File: src/rtl/mac_seq_ctrl_pkg.sv
// Shared definitions for the dot-product sequencer: state encodings and
// default operand / term-count widths.
package mac_seq_ctrl_pkg;

    localparam int DEF_WIDTH = 16;
    localparam int DEF_LEN_W = 8;

    typedef enum logic [1:0] {
        ST_IDLE = 2'd0,
        ST_RUN  = 2'd1,
        ST_DONE = 2'd2
    } state_t;

endpackage

File: src/rtl/mac_seq_ctrl.sv
// Dot-product sequencer: streams operand pairs through an external combinational
// MAC datapath, keeps the running sum locally and returns it on a result handshake.
//
// Handshakes: a transfer happens on a rising CLK edge where valid && ready.
// in_ready/res_valid depend only on the state register; valid never waits on ready.
module mac_seq_ctrl
    import mac_seq_ctrl_pkg::*;
#(
    parameter int WIDTH = DEF_WIDTH,
    parameter int LEN_W = DEF_LEN_W
) (
    input  logic               CLK,
    input  logic               RST_N,
    input  logic               cfg_start,
    input  logic [LEN_W-1:0]   cfg_len,
    input  logic [2*WIDTH-1:0] cfg_acc_init,
    input  logic               cfg_abort,
    output logic               busy,
    input  logic               in_valid,
    output logic               in_ready,
    input  logic [WIDTH-1:0]   in_x,
    input  logic [WIDTH-1:0]   in_y,
    output logic [WIDTH-1:0]   mac_mx,
    output logic [WIDTH-1:0]   mac_my,
    output logic [2*WIDTH-1:0] mac_az,
    input  logic [2*WIDTH-1:0] mac_res,
    output logic               res_valid,
    input  logic               res_ready,
    output logic [2*WIDTH-1:0] res_data,
    output logic [1:0]         dbg_state
);

    state_t               r_state;
    logic [2*WIDTH-1:0]   r_acc;
    logic [LEN_W-1:0]     r_cnt;
    logic [LEN_W-1:0]     r_len;

    state_t               w_state_d;
    logic [2*WIDTH-1:0]   w_acc_d;
    logic [LEN_W-1:0]     w_cnt_d;
    logic [LEN_W-1:0]     w_len_d;
    logic [LEN_W-1:0]     w_cnt_inc;
    logic                 w_run;

    always_ff @(posedge CLK or negedge RST_N) begin
        if (!RST_N) begin
            r_state <= ST_IDLE;
            r_acc   <= '0;
            r_cnt   <= '0;
            r_len   <= '0;
        end else begin
            r_state <= w_state_d;
            r_acc   <= w_acc_d;
            r_cnt   <= w_cnt_d;
            r_len   <= w_len_d;
        end
    end

    // Abort takes priority over every other event, including a same-cycle accept.
    always_comb begin
        w_state_d = r_state;
        w_acc_d   = r_acc;
        w_cnt_d   = r_cnt;
        w_len_d   = r_len;
        w_cnt_inc = r_cnt + LEN_W'(1);
        if (cfg_abort) begin
            w_state_d = ST_IDLE;
            w_acc_d   = '0;
            w_cnt_d   = '0;
        end else begin
            case (r_state)
                ST_IDLE: begin
                    if (cfg_start) begin
                        w_len_d   = cfg_len;
                        w_acc_d   = cfg_acc_init;
                        w_cnt_d   = '0;
                        w_state_d = (cfg_len != '0) ? ST_RUN : ST_DONE;
                    end
                end
                ST_RUN: begin
                    if (in_valid) begin
                        w_acc_d = mac_res;
                        w_cnt_d = w_cnt_inc;
                        if (w_cnt_inc == r_len) begin
                            w_state_d = ST_DONE;
                        end
                    end
                end
                ST_DONE: begin
                    if (res_ready) begin
                        w_state_d = ST_IDLE;
                    end
                end
                default: w_state_d = ST_IDLE;
            endcase
        end
    end

    assign w_run     = (r_state == ST_RUN);
    assign busy      = (r_state != ST_IDLE);
    assign in_ready  = w_run;
    assign res_valid = (r_state == ST_DONE);
    assign res_data  = res_valid ? r_acc : '0;
    assign mac_mx    = w_run ? in_x : '0;
    assign mac_my    = w_run ? in_y : '0;
    assign mac_az    = r_acc;
    assign dbg_state = r_state;

endmodule

File: config.mk
export PLATFORM = sky130hd
export DESIGN_NAME = mac_seq_ctrl
export DESIGN_NICKNAME = d
export VERILOG_FILES = /design/src/rtl/mac_seq_ctrl_pkg.sv /design/src/rtl/mac_seq_ctrl.sv
export SDC_FILE = /design/constraint.sdc
export NUM_CORES = 1
export LEC_CHECK = 0
export CAP_MARGIN = 20
export CORE_MARGIN = 2
export CORE_UTILIZATION = 39
export DETAILED_ROUTE_END_ITERATION = 7
export PLACE_DENSITY = 0.9
export SETUP_SLACK_MARGIN = 0.3
export SYNTH_ARGS = -nofsm -noshare
export SYNTH_HDL_FRONTEND = slang
export SYNTH_SLANG_ARGS = --single-unit
File: constraint.sdc
create_clock -name CLK -period 4.6 [get_ports CLK]
set_input_delay 0.69 -clock CLK [delete_from_list [all_inputs] [get_ports CLK]]
set_output_delay 0.69 -clock CLK [all_outputs]
set_load 0.02 [all_outputs]
Word level (Yosys, flattened, before mapping)
Cells that the tools add are included.
- reduce and logical (&&, ||, !) cells: 7
- mux-type cells: 18
- add/sub/neg operators: 1
- bitwise logic cells: 1
- equal/unequal tests: 7
- operators with widths (kind ; count):
    two-way mux 32 bit ; 4
    case mux 32 bit (2 select lines) ; 1
    two-way mux 16 bit ; 2
    two-way mux 8 bit ; 3
    case mux 8 bit (2 select lines) ; 1
    two-way mux 2 bit ; 6
    adder 8 x 1 -> 8 bit, second input constant ; 1
    == test 8 bit ; 1
    nonzero test 8 bit ; 1
    != test 3 x 2 -> 1 bit, second input constant ; 2
    != test 3 bit, second input constant ; 2
    case mux 2 bit (3 select lines) ; 1
    AND reduction 3 bit ; 2
    AND reduction 4 bit ; 1
    nonzero test 3 bit ; 1
    == test 2 x 1 -> 1 bit, second input constant ; 1
    == test 2 bit, second input constant ; 1
    zero test 2 bit ; 1
    nonzero test 2 bit ; 1
    NOT 1 bit ; 1
- bits in registers: 50
- logic and storage cells: 38

Logic depth before layout (Yosys ltp)
Gate-level depths: netlist (run 1).
- depth after elaboration: 6
- mapped depth: 7
- mapped depth without buffers: 6

Worst setup path before layout (run 1)
Ideal clock, no wire load.
- kind: flip-flop to output port
- start: register r_state[1] (netlist: dbg_state[1])
- end: output mac_my[10]
- arrival time: 1.652 ns
- cell stages (with the launch flop): 6
- path slack: 2.258 ns
- buffers on the path: 3
- path through: dfrtp_1 and2b_1 clkbuf_2 buf_4 clkbuf_1 and2_1
- word-level cells in the longest chain between the ends: 2
- RTL lines (item ; RTL line ; text):
    start: declaration ; mac_seq_ctrl.sv:33 ; state_t r_state;
    start signal: assignment ; mac_seq_ctrl.sv:52 ; r_state <= w_state_d;
    == test 2 x 1 -> 1 bit ; mac_seq_ctrl.sv:99 ; assign w_run = (r_state == ST_RUN);
    named net in_ready ; mac_seq_ctrl.sv:20 ; output logic in_ready,
    two-way mux 16 bit ; mac_seq_ctrl.sv:105 ; assign mac_my = w_run ? in_y : '0;
    end: declaration ; mac_seq_ctrl.sv:24 ; output logic [WIDTH-1:0] mac_my,
The timed path passes the listed nets, and every way through them passes these cells.

Final worst setup path (run 1)
- start: register r_state[1] (netlist: dbg_state[1])
- end: output res_data[31]
- word-level cells in the longest chain between the ends: 2
- RTL lines (item ; RTL line ; text):
    == test 2 bit ; mac_seq_ctrl.sv:102 ; assign res_valid = (r_state == ST_DONE);
    two-way mux 32 bit ; mac_seq_ctrl.sv:103 ; assign res_data = res_valid ? r_acc : '0;
    end: declaration ; mac_seq_ctrl.sv:29 ; output logic [2*WIDTH-1:0] res_data,
No other way between the ends.

==> results of run 1 <==
## cell usage in the layout (no fill, tap or decap), types with 7 or more instances in the layout
master / netlist / layout
and2_1: 66 / 66
clkdlybuf4s50_1: 0 / 209
dfrtp_1: 50 / 50
mux2_2: 8 / 8
mux2i_1: 34 / 34
nand2_1: 39 / 39
nor2_1: 9 / 8
o21ai_0: 7 / 7
o31ai_1: 36 / 36
xnor2_1: 8 / 8
## power groups by stage
stage          clock, mW  sequential, mW  combinational [mW]
3_3_place_gp           0           0.695                1.38
4_1_cts            0.312           0.694                1.41
6_report           0.308           0.693                1.40
3_5_place_dp           0           0.703                1.41
2_1_floorplan          0           0.775               0.721
5_1_grt            0.325           0.713                1.49
## logic make-up (layout without fill, tap and decap cells)
group / Yosys count / in the layout / share of synthesized area (%)
buffers and inverters: 28 / 221 / 4.75
multiplexers: 42 / 42 / 13.6
XOR/XNOR: 9 / 9 / 2.49
AND/OR/NAND/NOR: 138 / 138 / 24.2
adder cells (fa/ha/maj): 1 / 1 / 0.396
flip-flops: 50 / 50 / 39.6
AO/OA/AOI/OAI: 62 / 62 / 15.0
## flip-flops by register name (all words and copies together) (netlist names)
| register | flops |
|---|---|
| dbg_state | 2 |
| mac_az | 32 |
| r_cnt | 8 |
| r_len | 8 |
## worst paths after layout
| kind | endpoint | slack, ns | depth (start not counted) |
|---|---|---|---|
| max | res_data[31] | 1.38 | 3 |
| min | mac_az[12] | 0.49 | 2 |
| max reg2reg | dbg_state[0] | 2.17 | 5 |
| min reg2reg | mac_az[17] | 0.50 | 2 |
| max in group asynchronous | r_cnt[3] | 3.68 | 2 |
| min in group CLK | mac_az[17] | 0.50 | 2 |
## through the flow
| stage | worst slack (ns) | hold slack [ns] |
|---|---|---|
| final | 1.38 | 0.486 |
| after floorplan | 2.26 | 0.394 |
| after CTS | 1.36 | 0.504 |
| after global routing | 1.21 | 0.528 |
| after detailed placement | 1.71 | 0.482 |
| after global placement | 1.80 | 0.478 |
## cells in the mapped netlist (all sizes together) (2+ instances only)
cell     count
a2111oi      2
a21oi        3
a31oi        4
and2        66
and3         4
buf         16
clkbuf      12
dfrtp       50
mux2         8
mux2i       34
nand2       40
nand3        4
nand3b       2
nor2        10
nor2b        3
nor4         3
nor4b        2
o21ai       12
o31ai       36
xnor2        8
## routing by layer
layer | global-route usage, % | vias up
met2 | 38.2 | 122
met3 | 3.85 | 24
met4 | 8.45 | 0
met1 | 26.1 | 1460
met5 | 0 | -
li1 | - | 1542
## final cells by class
| class | instances | area [um2] |
|---|---|---|
| fillers | 598 | 2420 |
| clock buffers | 5 | 68.8 |
| flip-flops and latches | 50 | 1250 |
| multi-input cells | 252 | 1770 |
| well taps | 102 | 128 |
| clock inverters | 2 | 38.8 |
| repair buffers | 214 | 2130 |
==> impl_metrics.ini, run 1 <==
[run_status]
status = finished, final reports clean

[clock_network]
cts_max_level = 2
clkSlewWorstSetupHoldPaths_ns = 0.10
cts.sinks = 50
cts_resized = 0
cts_hold_buf = 0
cts-buffers-inserted = 5
postCtsSetupBuffers = 0
clk_latency_ns = 0.31
cts_tree = done
root_buffer = clkbuf_8
clockBufferDepth = 2

[timing]
rsz0062_at_grt = false
clock_skew_ns = 0.0132
fmax_ghz = 0.311
setup_tns_ns = 0
max_slew.worst_pin.slew_ns = 0.950
hold_viol_final = 0
maxSlewViolCount = 0
slew_headroom_pct = 36.4
post-route-period-util_pct = 69.9
finalSetupViolCount = 0
fin_crit_ns = 3.22

[setup_path]
cp_max_fo = 33
crit_family = simple AND/OR/NAND/NOR gates
cp_cell_sequence = nor2b_2, and2_1, clkdlybuf4s50_1
critPathLaunch = dbg_state[1]
crit_required_ns = 3.91
critical_path_buf_inv_count = 1
worst_path_largest_cell_delay_ns = 0.83
r2r_start = dbg_state[1]
worstSetupStartpointType = register
cp.arrival_ns = 2.53
critPathCaptureType = primary output
path_class = reg -> out
crit_slowest_cell = nor2b_2

[logic_synthesis]
synth_flop_cell = dfrtp_1
ys_ff_latch = 50
syn_inst = 330
ys_types = 41
synth_edf_count = 0
synthesis.nets = 441
synth.area.top_cells = dfrtp_1, and2_1, mux2i_1
seq_area_frac_synth_pct = 39.6
async_flop_share_pct = 100
yosysWarnings = 0
synth.top_cell.area_share_pct = 39.6
syn-cell-area_mm2 = 0.00316
syn_avg_cell_area_um2 = 9.58
synth_top_cell_by_area = dfrtp_1

[route]
wirelength_mm = 10.2
wire_per_inst_um = 16.3
drtIter0Drc = 179
num_vias = 3148
met2_length_mm = 5.28
drtAntennaViolNets = 0
wl_met3_um = 733
drc = 0
route.top_layer_used = met4
wl_met1_mm = 3.87
viasPerCell = 5.04
first_pass_iters = 5

[grt]
overflow = 0
grt_pass1_wl_mm = 15.0
grtUsageTotal_pct = 21.6
grt_pass1_vias = 2939
antenna_found_initial = 0
grt_max_degree = 51

[place]
port_buffers = 210
place_inst = 618
dp_hpwl_mm = 8.06
postPlaceCellArea_mm2 = 0.00528
gp_congestion = 0.860

[cells_and_area]
diodes = 0
post-route-util_pct = 69.0
final_area_mm2 = 0.00539
fin_nets = 634
instances_no_fill = 625
drive_gt1_share_pct = 6.50
synthToLayoutAreaGrowth_pct = 70.3

[floorplanning]
fp.dieArea_mm2 = 0.00885
die_h_um = 94.1
core-area_mm2 = 0.00781
dieWidth_um = 94.1
initial_core_util_pct = 40.5
rows = 32
ios = 211

[power_and_ir_drop]
comb_power_share_pct = 58.3
clock_power_share_pct = 12.8
p_seq_share_pct = 28.9
p_per_area_mw_per_mm2 = 446
p_switching_mw = 0.979
p_sw_share_pct = 40.8
ir_worst_vdd_uv = 247
p_leak_nw = 2.12
p_int_mw = 1.42
power_mw = 2.40

[flow_run]
cap_viol_max_count = 0

[worst_hold_path]
hold_class = in -> async
No activity file was read; power rests on OpenSTA's default activity.
==> run 2: changes to the inputs <==
--- a/config.mk
+++ b/config.mk
@@ -7,9 +7,9 @@
 export LEC_CHECK = 0
 export CAP_MARGIN = 20
 export CORE_MARGIN = 2
-export CORE_UTILIZATION = 39
+export CORE_UTILIZATION = 33
 export DETAILED_ROUTE_END_ITERATION = 7
-export PLACE_DENSITY = 0.9
+export PLACE_DENSITY = 0.81
 export SETUP_SLACK_MARGIN = 0.3
 export SYNTH_ARGS = -nofsm -noshare
 export SYNTH_HDL_FRONTEND = slang
==> constraint.sdc (replaced) <==
create_clock -name CLK -period 2.7 [get_ports CLK]
set_input_delay 0.405 -clock CLK [delete_from_list [all_inputs] [get_ports CLK]]
set_output_delay 0.405 -clock CLK [all_outputs]
set_load 0.02 [all_outputs]
==> impl_metrics.ini, run 2 (same netlist as run 1, synthesis figures left out) <==
[run_status]
status = finished, final reports clean

[grt]
grt_pass1_vias = 3039
grt_pass1_wl_mm = 15.6
grtUsageTotal_pct = 19.0
overflow = 0
antenna_found_initial = 0
grt_max_degree = 65

[cells_and_area]
nFillCells = 783
layout_common_cells = clkdlybuf4s50_1, and2_1, dfrtp_1
regArea_mm2 = 0.00125
final_area_mm2 = 0.00553
diodes = 0
drive_gt1_share_pct = 8.11
synthToLayoutAreaGrowth_pct = 74.7
largest_reg_flops = 32
multi_input_area_mm2 = 0.00178
fin_nets = 641
layout_commonest_cell = clkdlybuf4s50_1

[timing]
finalSetupViolCount = 0
maxSlewViolCount = 0
setup_tns_ns = 0
clock_skew_ns = 0.00992
fin_crit_ns = 2.32
max_slew.worst_pin.slew_ns = 0.535
post-route-period-util_pct = 86.0
fmax_ghz = 0.430
rsz0062_at_grt = false
slew_headroom_pct = 64.4
hold_viol_final = 0

[clock_network]
clk_latency_ns = 0.30
cts.sinks = 50
cts_hold_buf = 0
clockBufferDepth = 2
cts-buffers-inserted = 5
cts_tree = done
cts_max_level = 2
clkSlewWorstSetupHoldPaths_ns = 0.09
root_buffer = clkbuf_8

[floorplanning]
core-area_mm2 = 0.00928
rows = 35
dieWidth_um = 102
die_h_um = 102
ios = 211
fp.dieArea_mm2 = 0.0104
initial_core_util_pct = 34.1

[route]
num_vias = 3206
drtIter0Drc = 105
wire_per_inst_um = 16.1
wirelength_mm = 10.6
first_pass_iters = 4
viasPerCell = 4.86
drtAntennaViolNets = 0
drc = 0

[place]
gp_congestion = 0.824
postPlaceCellArea_mm2 = 0.00534
port_buffers = 210
dp_hpwl_mm = 8.26

[power_and_ir_drop]
comb_power_share_pct = 59.1
p_int_mw = 2.51
p_seq_share_pct = 28.0
clock_power_share_pct = 13.0
p_switching_mw = 1.70
p_leak_nw = 2.34
ir_worst_vdd_uv = 335
p_sw_share_pct = 40.3
p_per_area_mw_per_mm2 = 761

[setup_path]
worstSetupStartpointType = register
path_class = reg -> out
critPathCaptureType = primary output
cp.arrival_ns = 1.92
crit_required_ns = 2.30
cp_max_fo = 33

[worst_hold_path]
hold_class = in -> async

[flow_run]
cap_viol_max_count = 0
## run 2: cell types whose count changed in the layout (fill, tap and decap cells not counted)
cell | before | now
buf_4 | 4 | 8
clkbuf_8 | 5 | 6
dlymetal6s2s_1 | 0 | 10
and2b_2 | 1 | 0
and2b_4 | 0 | 2
clkdlybuf4s50_1 | 209 | 199
dfrtp_1 | 50 | 48
dfrtp_2 | 0 | 2
buf_6 | 0 | 1
clkinv_4 | 1 | 0
buf_12 | 0 | 1
## run 2: final timing paths
check / start / to / slack (ns) / depth (start not counted)
min in group CLK: mac_az[30] / mac_az[30] / 0.50 / 2
min: RST_N / mac_az[11] / 0.06 / 1
min reg2reg: mac_az[30] / mac_az[30] / 0.50 / 2
max: dbg_state[0] / res_data[8] / 0.38 / 4
max in group asynchronous: RST_N / mac_az[25] / 2.00 / 2
max reg2reg: dbg_state[1] / mac_az[29] / 0.70 / 5
## run 2: critical path: stages (launching register included)
cell,delay (ns)
dfrtp_2,0.49
nor2b_2,0.14
buf_6,0.22
and2_1,0.16
clkdlybuf4s50_1,0.61
## run 2: layer usage
metal	GRT usage (%)	vias to the layer above	share of wire, %
li1	-	1554	-
met1	22.4	1530	39
met2	35.7	107	54
met3	3.28	15	6.1
met4	4.72	0	1.6
met5	0	-	0
## run 2: repair_timing
| item | 4_1_cts | 5_1_grt |
|---|---|---|
| resized for setup | 6 | 10 |
| cloned | 1 | 0 |
| setup endpoints to repair | 65 | 12 |
| setup buffers | 2 | 2 |
| endpoints found under the hold margin | 0 | 0 |
## run 2: area by class of cell
type,instances,area share [%]
tap,129,2.92
timing repair buffer,220,40.1
multi-input combinational,253,32.3
clock buffer,6,1.49
sequential,50,22.7
clock inverter,1,0.543
## run 2: stage by stage
stage | setup slack, ns | power (mW) | cells | util (%) | hold slack [ns]
global placement | 0.455 | 3.55 | 647 | 57.5 | 0.392
floorplan | 0.643 | 2.55 | 330 | - | 0.109
CTS | 0.329 | 4.23 | 657 | 59.1 | 0.0638
global route | 0.300 | 4.45 | 659 | 59.5 | 0.0826
finish | 0.377 | 4.21 | 659 | 59.5 | 0.0611
detailed placement | 0.414 | 3.62 | 647 | 57.5 | 0.401
## run 2: power groups by stage
stage	Clock (mW)	Sequential (mW)	Combinational, mW
final	0.545	1.18	2.48
after global routing	0.594	1.21	2.65
after CTS	0.563	1.18	2.49
after detailed placement	0	1.19	2.43
after global placement	0	1.18	2.38
after floorplan	0	1.32	1.23
